### config.mk
export PLATFORM = sky130hd
export DESIGN_NAME = dnd_roll_ctrl
export DESIGN_NICKNAME = d
export VERILOG_FILES = /design/src/rtl/dnd_pkg.sv /design/src/rtl/dnd_roll_ctrl_rr_arbiter.sv /design/src/rtl/dnd_roll_ctrl.sv
export SDC_FILE = /design/constraint.sdc
export NUM_CORES = 1
export LEC_CHECK = 0
export ABC_AREA = 1
export CORE_UTILIZATION = 50
export DETAILED_ROUTE_END_ITERATION = 10
export DONT_BUFFER_PORTS = 1
export PLACE_DENSITY = 0.7
export SETUP_SLACK_MARGIN = 0.05
export SLEW_MARGIN = 30
export SYNTH_ARGS = -nofsm -noshare
export SYNTH_HDL_FRONTEND = slang
export SYNTH_SLANG_ARGS = --single-unit
export TNS_END_PERCENT = 10
### constraint.sdc
create_clock -name clk -period 5.7 [get_ports clk]
set_input_delay 0.285 -clock clk [delete_from_list [all_inputs] [get_ports clk]]
set_output_delay 0.285 -clock clk [all_outputs]
set_load 0.01 [all_outputs]
### src/rtl/dnd_pkg.sv
// Shared types and constants for the dice roll sequencer: die codes, FSM states, widths.
package dnd_pkg;

    localparam int RESULT_W = 7;
    localparam int ID_W     = 3;

    localparam logic [2:0] D2  = 3'd0;
    localparam logic [2:0] D4  = 3'd1;
    localparam logic [2:0] D6  = 3'd2;
    localparam logic [2:0] D8  = 3'd3;
    localparam logic [2:0] D10 = 3'd4;

    typedef enum logic [1:0] {
        IDLE   = 2'd0,
        SETTLE = 2'd1,
        SAMPLE = 2'd2,
        DONE   = 2'd3
    } state_t;

    // Unused codes 5-7 fall through to a d10.
    function automatic logic [3:0] die_faces(input logic [2:0] code);
        logic [3:0] faces_v;
        case (code)
            D2:      faces_v = 4'd2;
            D4:      faces_v = 4'd4;
            D6:      faces_v = 4'd6;
            D8:      faces_v = 4'd8;
            default: faces_v = 4'd10;
        endcase
        return faces_v;
    endfunction

endpackage

### src/rtl/dnd_roll_ctrl_rr_arbiter.sv
// Combinational round-robin arbiter: lowest set request at or above ptr, wrapping.
module rr_arbiter
    import dnd_pkg::*;
#(
    parameter int NREQ = 4
) (
    input  logic [NREQ-1:0] req,
    input  logic [ID_W-1:0] ptr,
    output logic [ID_W-1:0] gnt_idx,
    output logic            gnt_valid
);

    // Unrolled over every pointer value so all request selects are constant.
    always_comb begin
        gnt_idx   = {ID_W{1'b0}};
        gnt_valid = 1'b0;
        for (int p = 0; p < NREQ; p++) begin
            for (int i = 0; i < NREQ; i++) begin
                if ((ptr == ID_W'(p)) && !gnt_valid && req[(p + i) % NREQ]) begin
                    gnt_valid = 1'b1;
                    gnt_idx   = ID_W'((p + i) % NREQ);
                end else begin
                    gnt_valid = gnt_valid;
                end
            end
        end
    end

endmodule

### src/rtl/dnd_roll_ctrl.sv
// Round-robin roll sequencer sharing one lfsr roller among NREQ players.
// Optional DROP_LOWEST_EN: subtract the lowest accepted face when count >= 2.
module dnd_roll_ctrl
    import dnd_pkg::*;
#(
    parameter int NREQ      = 4,
    parameter int SETTLE    = 2,
    parameter int MAX_RETRY = 7
) (
    input  logic                clk,
    input  logic                reset,
    input  logic [NREQ-1:0]     req,
    input  logic [3*NREQ-1:0]   die_sel,
    input  logic [3*NREQ-1:0]   count,
    input  logic [3:0]          rand_in,
    output logic [2:0]          mod_out,
    output logic                busy,
    output logic [ID_W-1:0]     gnt_id,
    output logic                done,
    output logic [ID_W-1:0]     done_id,
    output logic [RESULT_W-1:0] result
);

    localparam int RETRY_W = (MAX_RETRY < 1) ? 1 : $clog2(MAX_RETRY + 1);
    localparam int SET_W   = $clog2(SETTLE + 1);

    state_t              state_r, state_s;
    logic [ID_W-1:0]     ptr_r, ptr_s, gnt_id_r, gnt_id_s, done_id_r, done_id_s;
    logic [2:0]          mod_r, mod_s, remain_r, remain_s;
    logic                busy_r, busy_s, done_r, done_s;
    logic [RESULT_W-1:0] result_r, result_s, acc_r, acc_s, sum_s, final_s;
    logic [3:0]          faces_r, faces_s, face_s, rand_adj_s;
    logic [RETRY_W-1:0]  retry_r, retry_s;
    logic [SET_W-1:0]    settle_r, settle_s;
    logic                in_range_s, accept_s, arb_valid_s;
    logic [ID_W-1:0]     arb_idx_s;
    logic [2:0]          sel_die_s, sel_cnt_s;
`ifdef DROP_LOWEST_EN
    logic [3:0]          min_r, min_s, min_new_s;
    logic                multi_r, multi_s;
`endif

    rr_arbiter #(.NREQ(NREQ)) u_arb (
        .req       (req),
        .ptr       (ptr_r),
        .gnt_idx   (arb_idx_s),
        .gnt_valid (arb_valid_s)
    );

    // Pick the die code and count of the requester the arbiter is offering.
    always_comb begin
        sel_die_s = 3'd0;
        sel_cnt_s = 3'd0;
        for (int i = 0; i < NREQ; i++) begin
            if (arb_idx_s == ID_W'(i)) begin
                sel_die_s = die_sel[3*i +: 3];
                sel_cnt_s = count[3*i +: 3];
            end else begin
                sel_die_s = sel_die_s;
                sel_cnt_s = sel_cnt_s;
            end
        end
    end

    // Rejection sampling; codes above 9 wrap by 10 only when the retry budget is spent.
    always_comb begin
        in_range_s = (rand_in < faces_r);
        rand_adj_s = (rand_in > 4'd9) ? (rand_in - 4'd10) : rand_in;
        accept_s   = in_range_s || (retry_r == RETRY_W'(MAX_RETRY));
        face_s     = in_range_s ? (rand_in + 4'd1) : ((rand_adj_s % faces_r) + 4'd1);
        sum_s      = acc_r + RESULT_W'(face_s);
`ifdef DROP_LOWEST_EN
        min_new_s  = (face_s < min_r) ? face_s : min_r;
        final_s    = multi_r ? (sum_s - RESULT_W'(min_new_s)) : sum_s;
`else
        final_s    = sum_s;
`endif
    end

    // Next-state and next-output logic of the sequencer.
    always_comb begin
        state_s   = state_r;
        ptr_s     = ptr_r;
        gnt_id_s  = gnt_id_r;
        done_id_s = done_id_r;
        mod_s     = mod_r;
        busy_s    = busy_r;
        done_s    = 1'b0;
        result_s  = result_r;
        acc_s     = acc_r;
        faces_s   = faces_r;
        remain_s  = remain_r;
        retry_s   = retry_r;
        settle_s  = settle_r;
`ifdef DROP_LOWEST_EN
        min_s     = min_r;
        multi_s   = multi_r;
`endif
        case (state_r)
            IDLE: begin
                if (arb_valid_s) begin
                    state_s  = dnd_pkg::SETTLE;
                    gnt_id_s = arb_idx_s;
                    mod_s    = (arb_idx_s == ID_W'(7)) ? 3'd0 : arb_idx_s;
                    busy_s   = 1'b1;
                    faces_s  = die_faces(sel_die_s);
                    remain_s = (sel_cnt_s == 3'd0) ? 3'd1 : sel_cnt_s;
                    acc_s    = {RESULT_W{1'b0}};
                    retry_s  = {RETRY_W{1'b0}};
                    settle_s = {SET_W{1'b0}};
`ifdef DROP_LOWEST_EN
                    min_s    = 4'd15;
                    multi_s  = (sel_cnt_s > 3'd1);
`endif
                end else begin
                    state_s = IDLE;
                end
            end
            dnd_pkg::SETTLE: begin
                if (settle_r == SET_W'(SETTLE - 1)) begin
                    state_s = SAMPLE;
                end else begin
                    settle_s = settle_r + SET_W'(1);
                end
            end
            SAMPLE: begin
                if (accept_s) begin
                    acc_s    = sum_s;
                    remain_s = remain_r - 3'd1;
                    retry_s  = {RETRY_W{1'b0}};
`ifdef DROP_LOWEST_EN
                    min_s    = min_new_s;
`endif
                    if (remain_r == 3'd1) begin
                        state_s   = DONE;
                        done_s    = 1'b1;
                        done_id_s = gnt_id_r;
                        result_s  = final_s;
                        busy_s    = 1'b0;
                    end else begin
                        state_s = SAMPLE;
                    end
                end else begin
                    retry_s = retry_r + RETRY_W'(1);
                end
            end
            DONE: begin
                state_s = IDLE;
                ptr_s   = (gnt_id_r == ID_W'(NREQ - 1)) ? {ID_W{1'b0}} : (gnt_id_r + ID_W'(1));
            end
            default: begin
                state_s = IDLE;
                busy_s  = 1'b0;
            end
        endcase
    end

    // State and output registers with synchronous active-low reset.
    always_ff @(posedge clk) begin
        if (!reset) begin
            state_r   <= IDLE;
            ptr_r     <= {ID_W{1'b0}};
            gnt_id_r  <= {ID_W{1'b0}};
            done_id_r <= {ID_W{1'b0}};
            mod_r     <= 3'd0;
            busy_r    <= 1'b0;
            done_r    <= 1'b0;
            result_r  <= {RESULT_W{1'b0}};
            acc_r     <= {RESULT_W{1'b0}};
            faces_r   <= 4'd2;
            remain_r  <= 3'd0;
            retry_r   <= {RETRY_W{1'b0}};
            settle_r  <= {SET_W{1'b0}};
`ifdef DROP_LOWEST_EN
            min_r     <= 4'd15;
            multi_r   <= 1'b0;
`endif
        end else begin
            state_r   <= state_s;
            ptr_r     <= ptr_s;
            gnt_id_r  <= gnt_id_s;
            done_id_r <= done_id_s;
            mod_r     <= mod_s;
            busy_r    <= busy_s;
            done_r    <= done_s;
            result_r  <= result_s;
            acc_r     <= acc_s;
            faces_r   <= faces_s;
            remain_r  <= remain_s;
            retry_r   <= retry_s;
            settle_r  <= settle_s;
`ifdef DROP_LOWEST_EN
            min_r     <= min_s;
            multi_r   <= multi_s;
`endif
        end
    end

    assign mod_out = mod_r;
    assign busy    = busy_r;
    assign gnt_id  = gnt_id_r;
    assign done    = done_r;
    assign done_id = done_id_r;
    assign result  = result_r;

endmodule

==> metrics <==
gate count after technology mapping=373; gr usage total=0.232; transition time at the pin with the least slew margin=approximately 0.75 ns; RSZ-0062 raised after global routing=no; clock slew seen by the registers of the worst setup and hold paths=approximately 0.080 ns; antenna violations before repair=0; Setup crit end kind=register; r2r setup slk=a little over 0.9 ns; post-detail-place hpwl=roughly 4.4 mm; area share of the largest cell type after synthesis=0.272; Seq pwr share=0.271; area added between synthesis and finish=5.09%; Clk Latency, worst-skew pair=~0.30 ns; Worst R2R Start=faces_r[1]$_SDFFE_PN1P_; first-pass GRT wire length=between 9 and 10 mm; final design instance area without fill=2710 um2; final hold violation count=0; Max Clk Rate=roughly 0.21 GHz; Syn Area/Cell=6.92 um2; IO buf count=0; Power Density=475 nW/um2; proportion of layout cells with a drive suffix above 1=0.0751; final number of setup-violating endpoints=0; Hold Startpoint=reset; diode count=0; portion of the clock cycle consumed by the worst path in the final layout=0.841; commonest cells after routing, fill and taps aside=nand2_1, inv_1, nor2_1, dfxtp_1, o21ai_0; worst vdd rail ir drop=between 0.2 and 0.25 mV; hold depth=1; synthesized-area fraction occupied by and/or/nand/nor cells=0.272; register bit count reported by yosys=35; die span in y=approximately 74 um; destination of the worst register-to-register timing path=acc_r[6]$_SDFFE_PN0P_; sequential fraction of the synthesis area=0.272; share of synthesized area spent on multiplexers=0; floorplan die width=73.8 um; Boundary Pins=52; clock tree buffer depth=2; pin count of the biggest net entering global routing=24; dominant combinational cell family by area after synthesis=simple AND/OR/NAND/NOR gates; post-layout min period=between 4 and 5 ns; Hold Path End=faces_r[1]$_SDFFE_PN1P_; Async SR Flop Fraction=0; clock tree sinks=35; H-tree levels=2; summed instance area of the synthesized netlist=2580 um2; number of pins with negative max-slew slack in the final report=0; average wire per cell in the routed design=approximately 13 um; clock tree from TritonCTS=done; number of flops mapped to enable cells by yosys=0; quantity of hold-fixing buffers added after cts=0; setup clock skew after layout=~0.013 ns; # resized after CTS=0; Total Power=0.00129 W; post-route setup TNS=0 ns; Max-Cap Viols=0; standard cell area after detailed placement=2610 um2; post-detailed-route count of antenna-violating nets=0; count of warnings emitted by yosys=0; Clk network pwr share=0.158; DRC violation total after the first TritonRoute iteration=80; Core ar.=around 4800 um2; 1st-pass router iterations=4; Post-CTS Repair Setup Buffers=0; CTS root buffer=clkbuf_8; vias post-DR=2,346; path type of the worst min-delay path=input port to register; DRC Markers=0; Cell Rows=25; biggest area consumer among synthesized cells=dfxtp_1; Max Fanout on Critical Path=5; vias in the first global route=around 2,300; worst endpoint required time=about 5.9 ns; fraction of the mapped netlist area in adder cells=0.134; overall overflow remaining after global route=0; power share of the combinational group=0.570; placer congestion estimate=roughly 0.88; switching share of power=0.475; Static Leakage=around 1.3 nW; Top FF cell, synth=dfxtp_1; number of CTS-inserted buffers=5; total die area=about 5500 um2; per-cell via count in the routed design=around 5.3; WHS=about 0.058 ns; type of the worst setup path=register to register; type of element launching the critical path=register; total wire length after detailed routing=5.61 mm; complex-gate fraction of the synthesized area=0.189; Starting Density=0.532; Post-Synth XOR/XNOR Area=0.0306; status=finished, final reports clean; Slew HR=0.496; Critical Path AT=just over 5 ns; internal power=approximately 0.00068 W; number of different library cells in the post-synthesis netlist=46; number of cells on the worst reg-to-reg path=24; Sw Pwr=just over 0.0006 W; cell types occupying the most area after synthesis=dfxtp_1, ha_1, nand2_1; most common cell after layout, fill and taps aside=nand2_1; nets=433
[kinds of logic after synthesis]
| group | Yosys count |
|---|---|
| simple gates | 151 |
| compound gates | 87 |
| buf+inv | 63 |
| flops | 35 |
| fa+ha+maj | 27 |
| xor+xnor | 9 |
| other cells | 1 |
[synth_stat cells, types with 3 or more instances]
cell type	instances
nand3_1	25
or2_0	3
ha_1	26
dfxtp_1	35
a21oi_1	29
nor3_1	3
nor2_4	3
o21ai_0	34
inv_2	4
buf_4	6
nand2_1	64
inv_1	44
a31oi_1	3
clkbuf_1	4
nor2_1	38
o21ai_1	6
clkinv_1	3
xor2_1	7
[registers in the layout, summed over array words and instances (netlist names)]
signal and count:
faces_r 3, done_id 2, state_r 2, settle_r 2, retry_r 3, busy 1, mod_out 2, result 7
done 1, ptr_r 2, acc_r 7, remain_r 3
[critical path, cell delays in order, from the launching register on]
cell	delay [ns]
dfxtp_1	0.38
inv_1	0.13
ha_1	0.31
a31oi_1	0.22
ha_1	0.29
o21a_1	0.12
o21ai_0	0.29
nand2_1	0.09
o21ai_0	0.12
ha_1	0.32
nand2_1	0.12
o221ai_1	0.13
a21oi_1	0.33
nand2_1	0.10
o211ai_1	0.09
o21ai_0	0.13
inv_1	0.08
ha_1	0.25
fa_1	0.44
a21oi_1	0.14
o21ai_0	0.14
nand3_1	0.12
xor2_1	0.22
nand3_1	0.10
o21ai_1	0.09
[per-stage QoR]
stage	instances	util	setup WS (ns)
after floorplan	375	-	1.30
after global placement	432	0.539	0.920
after detailed placement	432	0.539	0.761
after CTS	440	0.559	0.940
after global routing	440	0.559	0.401
final	440	0.559	0.907
[power by group through the flow]
stage               combinational [W]  sequential (W)  clock (W)
floorplan                    0.000604        0.000338          0
global placement             0.000705        0.000354          0
detailed placement           0.000727        0.000355          0
CTS                          0.000731        0.000349   0.000206
global route                 0.000845        0.000356   0.000213
finish                       0.000734        0.000349   0.000204
[layer usage]
layer	track usage	share of wire	vias to the layer above
met5	0	0	-
met4	0.124	0.021	0
met2	0.389	0.47	52
met3	0.0453	0.043	14
li1	-	-	1230
met1	0.278	0.46	1050
[worst max path at each step]
stage	slack, ns	from	cells after the start	to
final	0.91	faces_r[1]$_SDFFE_PN1P_	24	acc_r[6]$_SDFFE_PN0P_
after CTS	0.94	faces_r[1]$_SDFFE_PN1P_	23	acc_r[6]$_SDFFE_PN0P_
after global routing	0.40	faces_r[1]$_SDFFE_PN1P_	23	result[6]$_SDFFE_PN0P_
after global placement	0.92	rand_in[2]	26	acc_r[6]$_SDFFE_PN0P_
after detailed placement	0.76	rand_in[2]	26	acc_r[6]$_SDFFE_PN0P_
after floorplan	1.30	rand_in[2]	26	acc_r[6]$_SDFFE_PN0P_
[area by class of cell]
type / count / area [um2]
clock buffer: 8 / 100
tap: 67 / 83.8
multi-input combinational: 277 / 1620
fill: 494 / 2140
inverter: 53 / 204
sequential: 35 / 701
Note: power is estimated with default switching activity, not from simulation.
